`config.mk`:
```
export PLATFORM = sky130hd
export DESIGN_NAME = flex_updown_counter
export DESIGN_NICKNAME = d
export VERILOG_FILES = /design/src/rtl/flex_counter_pkg.sv /design/src/rtl/flex_counter_next.sv /design/src/rtl/flex_updown_counter.sv
export SDC_FILE = /design/constraint.sdc
export NUM_CORES = 1
export LEC_CHECK = 0
export BUFFER_PORTS_ARGS = -buffer_cell sky130_fd_sc_hd__buf_2
export CAP_MARGIN = 10
export CORE_MARGIN = 10
export CORE_UTILIZATION = 50
export DETAILED_ROUTE_END_ITERATION = 6
export PLACE_DENSITY = 0.78
export SYNTH_ARGS = -nofsm -noshare
export SYNTH_HDL_FRONTEND = slang
export SYNTH_SLANG_ARGS = --single-unit
```
`constraint.sdc`:
```
create_clock -name clk -period 3.5 [get_ports clk]
set_input_delay 0.7 -clock clk [delete_from_list [all_inputs] [get_ports clk]]
set_output_delay 0.7 -clock clk [all_outputs]
set_load 0.02 [all_outputs]
```
`src/rtl/flex_counter_pkg.sv`:
```
// Shared types and constants for the flex up/down counter family.
// Direction encoding matches the count_up input: 1 = increment, 0 = decrement.
package flex_counter_pkg;

    typedef enum logic {
        RUN  = 1'b0,
        HALT = 1'b1
    } fc_state_t;

    localparam logic DIR_UP   = 1'b1;
    localparam logic DIR_DOWN = 1'b0;

endpackage

```
`src/rtl/flex_counter_next.sv`:
```
// Combinational next-count for one enabled step against terminal count R.
// Also used by the PWM prescaler, so it holds no state and no enable.
module flex_counter_next
    import flex_counter_pkg::*;
#(
    parameter int NUM_BITS = 4
) (
    input  logic [NUM_BITS-1:0] count,
    input  logic [NUM_BITS-1:0] rollover_val,
    input  logic                dir,
    output logic [NUM_BITS-1:0] next_count,
    output logic                wrap
);

    localparam logic [NUM_BITS-1:0] ONE = {{(NUM_BITS-1){1'b0}}, 1'b1};

    always_comb begin
        next_count = count;
        wrap       = 1'b0;
        if (rollover_val == '0) begin
            // R = 0 parks the counter at zero and never reports a wrap
            next_count = '0;
        end else begin
            case (dir)
                DIR_UP: begin
                    // >= rather than == so a count left above a lowered R wraps instead of overflowing
                    if (count >= rollover_val) begin
                        next_count = ONE;
                        wrap       = 1'b1;
                    end else begin
                        next_count = count + ONE;
                    end
                end
                DIR_DOWN: begin
                    if (count <= ONE) begin
                        next_count = rollover_val;
                        wrap       = 1'b1;
                    end else begin
                        next_count = count - ONE;
                    end
                end
                default: begin
                    next_count = count;
                    wrap       = 1'b0;
                end
            endcase
        end
    end

endmodule

```
`src/rtl/flex_updown_counter.sv`:
```
// NUM_BITS up/down counter with clear, load, programmable rollover and wrap pulse.
// Define FLEX_COUNTER_ONESHOT_EN to add the oneshot input and done output (stop at terminal).
module flex_updown_counter
    import flex_counter_pkg::*;
#(
    parameter int NUM_BITS = 4
) (
    input  logic                clk,
    input  logic                n_rst,
    input  logic                clear,
    input  logic                count_enable,
    input  logic                count_up,
    input  logic                load,
    input  logic [NUM_BITS-1:0] load_val,
    input  logic [NUM_BITS-1:0] rollover_val,
    output logic [NUM_BITS-1:0] count_out,
    output logic                rollover_flag,
    output logic                wrap_pulse
`ifdef FLEX_COUNTER_ONESHOT_EN
    ,
    input  logic                oneshot,
    output logic                done
`endif
);

    localparam logic [NUM_BITS-1:0] ONE = {{(NUM_BITS-1){1'b0}}, 1'b1};

    fc_state_t             state;
    fc_state_t             state_d;
    logic [NUM_BITS-1:0]   step_count;
    logic                  step_wrap;
    logic [NUM_BITS-1:0]   count_d;
    logic                  wrap_d;
    logic                  oneshot_mode;

`ifdef FLEX_COUNTER_ONESHOT_EN
    assign oneshot_mode = oneshot;
    assign done         = (state == HALT);
`else
    assign oneshot_mode = 1'b0;
`endif

    flex_counter_next #(
        .NUM_BITS(NUM_BITS)
    ) u_next (
        .count       (count_out),
        .rollover_val(rollover_val),
        .dir         (count_up),
        .next_count  (step_count),
        .wrap        (step_wrap)
    );

    // Priority: clear > load > enabled step; HALT ignores count_enable
    always_comb begin
        count_d = count_out;
        wrap_d  = 1'b0;
        state_d = state;
        if (clear) begin
            count_d = '0;
            state_d = RUN;
        end else if (load) begin
            count_d = load_val;
            state_d = RUN;
        end else if (count_enable && (state == RUN)) begin
            if (step_wrap && oneshot_mode) begin
                count_d = (count_up == DIR_UP) ? rollover_val : ONE;
                state_d = HALT;
            end else begin
                count_d = step_count;
                wrap_d  = step_wrap;
            end
        end
    end

    always_ff @(posedge clk) begin
        if (!n_rst) begin
            count_out     <= '0;
            rollover_flag <= 1'b0;
            wrap_pulse    <= 1'b0;
            state         <= RUN;
        end else begin
            count_out     <= count_d;
            // Flag tracks the value being registered against the R seen at this edge
            rollover_flag <= (count_d == rollover_val) && (rollover_val != '0);
            wrap_pulse    <= wrap_d;
            state         <= state_d;
        end
    end

endmodule

```
==> results.json <==
{
  "slowest_delay_ns": 0.43,
  "crit_path_start_kind": "input pin",
  "startpoint": "rollover_val[3]",
  "slew_headroom_pct": 63.9,
  "critical_path_class": "in2reg",
  "timing.rr.start": "count_out[0]$_SDFF_PN0_",
  "grt_setup_unrepaired": "no",
  "grt_max_degree": 14,
  "initial_core_util_pct": 53.0,
  "overflow": 0,
  "seq_area_frac_synth_pct": 17.6,
  "status": "complete, no violations",
  "fin_util_pct": 62.5,
  "syn_avg_cell_area_um2": 7.40,
  "worstPathMaxFanout": 5,
  "grt_pass1_vias": 786,
  "ys_warn_count": 0,
  "place_area_um2": 781,
  "hp-class": "in2reg",
  "areaGrowthSynthToFinish_pct": 18.0,
  "crit_chain": "buf_2 -> inv_1 -> ha_1 -> o211ai_1 -> o21ai_0 -> a2bb2oi_1 -> a211oi_1 -> or4_4 -> nor4_2",
  "io_buffers": 19,
  "detail_route.vias_per_cell": 6.05,
  "worstMarginPinSlew_ns": 0.536,
  "holdPathEnd": "count_out[0]$_SDFF_PN0_",
  "setup_tns_ns": 0,
  "nets": 134,
  "numCtsBuffers": 3,
  "antenna_found_initial": 0,
  "hold_viol": 0,
  "p_leak_nw": 0.377,
  "r2r_setup_slack_ns": 1.04,
  "yosys.area.top_type": "dfxtp_1",
  "die_area_um2": 3240,
  "drv_cap": 0,
  "antenna_cells": 0,
  "place_congestion": 0.933,
  "tritoncts": "built",
  "r2r-end": "rollover_flag$_SDFF_PN0_",
  "worstPathRequired_ns": 3.66,
  "cp_data_arrival_time_ns": 2.67,
  "htreeDepth": 1,
  "peakVddDrop_mv": 0.0996,
  "setup_slack_ns": 0.983,
  "final_antenna_net_count": 0,
  "dp.final_hpwl_mm": 1.50,
  "post-cts-setup-buffer-count": 0,
  "final_area_um2": 803,
  "ys_ff_latch": 6,
  "synth_top_area_share_pct": 17.6,
  "worst_setup_path_end_kind": "flop",
  "dr.pass1.iters": 4,
  "rr_worst_depth": 8,
  "drtIter0Drc": 14,
  "clk_path_buf_depth": 2,
  "wl_per_cell_um": 14.5,
  "die_h_um": 56.9,
  "crit_family": "compound AO/OA/AOI/OAI gates",
  "track_usage_pct": 12.4,
  "hold_depth": 2,
  "clk_pin_slew_ns": 0.04,
  "finalClockSkew_ns": 0.00389,
  "clock_latency_ns": 0.24,
  "syn_inst": 92,
  "cp_slowest_cell": "or4_4",
  "yosysUniqueCellTypes": 37,
  "drc": 0,
  "pre_cts_ws_ns": 0.756,
  "ioPinCount": 20,
  "rows": 13,
  "syn-num-nets": 113,
  "p_per_area_nw_per_um2": 268,
  "synthesis.area_um2": 681,
  "core_area_um2": 1280,
  "vias": 762,
  "layout-drive-gt1-share_pct": 23.4,
  "synth_area_leaders": "dfxtp_1, ha_1, a21oi_1",
  "fmax_mhz": 397,
  "die_w_um": 56.9,
  "cts_sinks": 6,
  "fin_crit_sh_pct": 71.9,
  "setup_viol": 0,
  "min_period_ns": 2.52,
  "cts_hold_buf": 0,
  "cp_num_buf_inv": 2,
  "grt_pass1_wl_mm": 3.26,
  "root_buffer": "clkbuf_4",
  "post_cts_resized": 0,
  "hp-start": "n_rst",
  "report.final.slew_viol_count": 0,
  "p_total_mw": 0.215,
  "routed_wirelength_mm": 1.83
}
[metal layers]
metal	GRT usage [%]	vias up	routed length, um
met3	2.92	10	134
met2	18.0	33	814
met4	12.4	0	86
met1	14.0	337	794
met5	0	-	0
li1	-	382	-
[layout make-up]
| type | instances | area (um2) |
|---|---|---|
| clock buffers | 3 | 22.5 |
| fillers | 125 | 482 |
| inverters | 8 | 30.0 |
| multi-input cells | 75 | 517 |
| flip-flops and latches | 6 | 120 |
| well taps | 15 | 18.8 |
| repair buffers | 19 | 95.1 |
[cell usage after synthesis]
master and n:
ha_1 7, or3b_1 2, nor3_1 3, o21ai_1 1, a31oi_1 2, o21ai_0 4
a21o_1 1, a21oi_2 1, mux2i_1 3, a22oi_1 1, or3_1 2, o221ai_1 1
a211oi_1 4, xor2_1 1, clkbuf_1 1, o21a_1 1, nand3_1 1, buf_2 2
or2b_2 1, nor4_1 3, inv_1 8, o41ai_1 1, nor2_1 8, o22ai_1 1
and4_1 1, dfxtp_1 6, a2bb2oi_1 1, nand2_1 7, xnor2_1 1, or4_4 1
nor3b_1 2, a21oi_1 8, o21bai_1 1, nor4_2 1, and3_1 1, and2b_1 1
o211ai_1 1
[worst max path at each step]
stage / end / slack [ns] / cells past startpoint
finish: rollover_flag$_SDFF_PN0_ / 0.98 / 9
global route: rollover_flag$_SDFF_PN0_ / 0.79 / 9
CTS: rollover_flag$_SDFF_PN0_ / 1.01 / 9
global placement: rollover_flag$_SDFF_PN0_ / 0.80 / 9
floorplan: rollover_flag$_SDFF_PN0_ / 1.04 / 8
detailed placement: rollover_flag$_SDFF_PN0_ / 0.76 / 9
[logic make-up (layout without fill, tap and decap cells)]
group / Yosys count / in the layout / share of synthesized area, %
adders and majority gates: 7 / 7 / 12.9
xor gates and xnor gates: 2 / 2 / 2.57
DFF: 6 / 6 / 17.6
AOI/OAI and AO/OA: 29 / 29 / 27.4
and+or+nand+nor: 34 / 34 / 28.7
muxes: 3 / 3 / 4.41
buffers and inverters: 11 / 30 / 6.43
[where the power goes]
group	leakage, nW	total (mW)	switching [mW]	internal [mW]
logic	0.315	0.0763	0.0445	0.0318
clock network	0.0138	0.0621	0.0234	0.0387
registers	0.0489	0.0766	0.00525	0.0714
[worst reg2reg max path, stage by stage (launching register included)]
cell	delay, ns
dfxtp_1	0.48
inv_1	0.14
ha_1	0.29
nor3b_1	0.18
o21ai_0	0.23
nand2_1	0.20
a211oi_1	0.09
or4_4	0.53
nor4_2	0.23
[metrics by stage]
step | instances | hold slack, ns
after floorplan | 92 | 0.817
after global placement | 123 | 0.828
after detailed placement | 123 | 0.829
after CTS | 126 | 0.686
after global routing | 126 | 0.692
final | 126 | 0.694
[registers in the layout, indices dropped and copies added (netlist names)]
register / cells
wrap_pulse: 1
count_out: 4
rollover_flag: 1
[cell usage in the layout (no fill, tap or decap), types with 2 or more instances in the layout]
master and instances:
or3_1 2, clkbuf_4 3, a31oi_1 2, buf_2 19, o21ai_0 4, or3b_1 2
nor3_1 3, nand2_1 7, nor4_1 3, a211oi_1 4, a21oi_1 8, nor3b_1 2
inv_1 8, dfxtp_1 6, mux2i_1 3, nor2_1 8, ha_1 7
(Power assumes the default switching activity.)
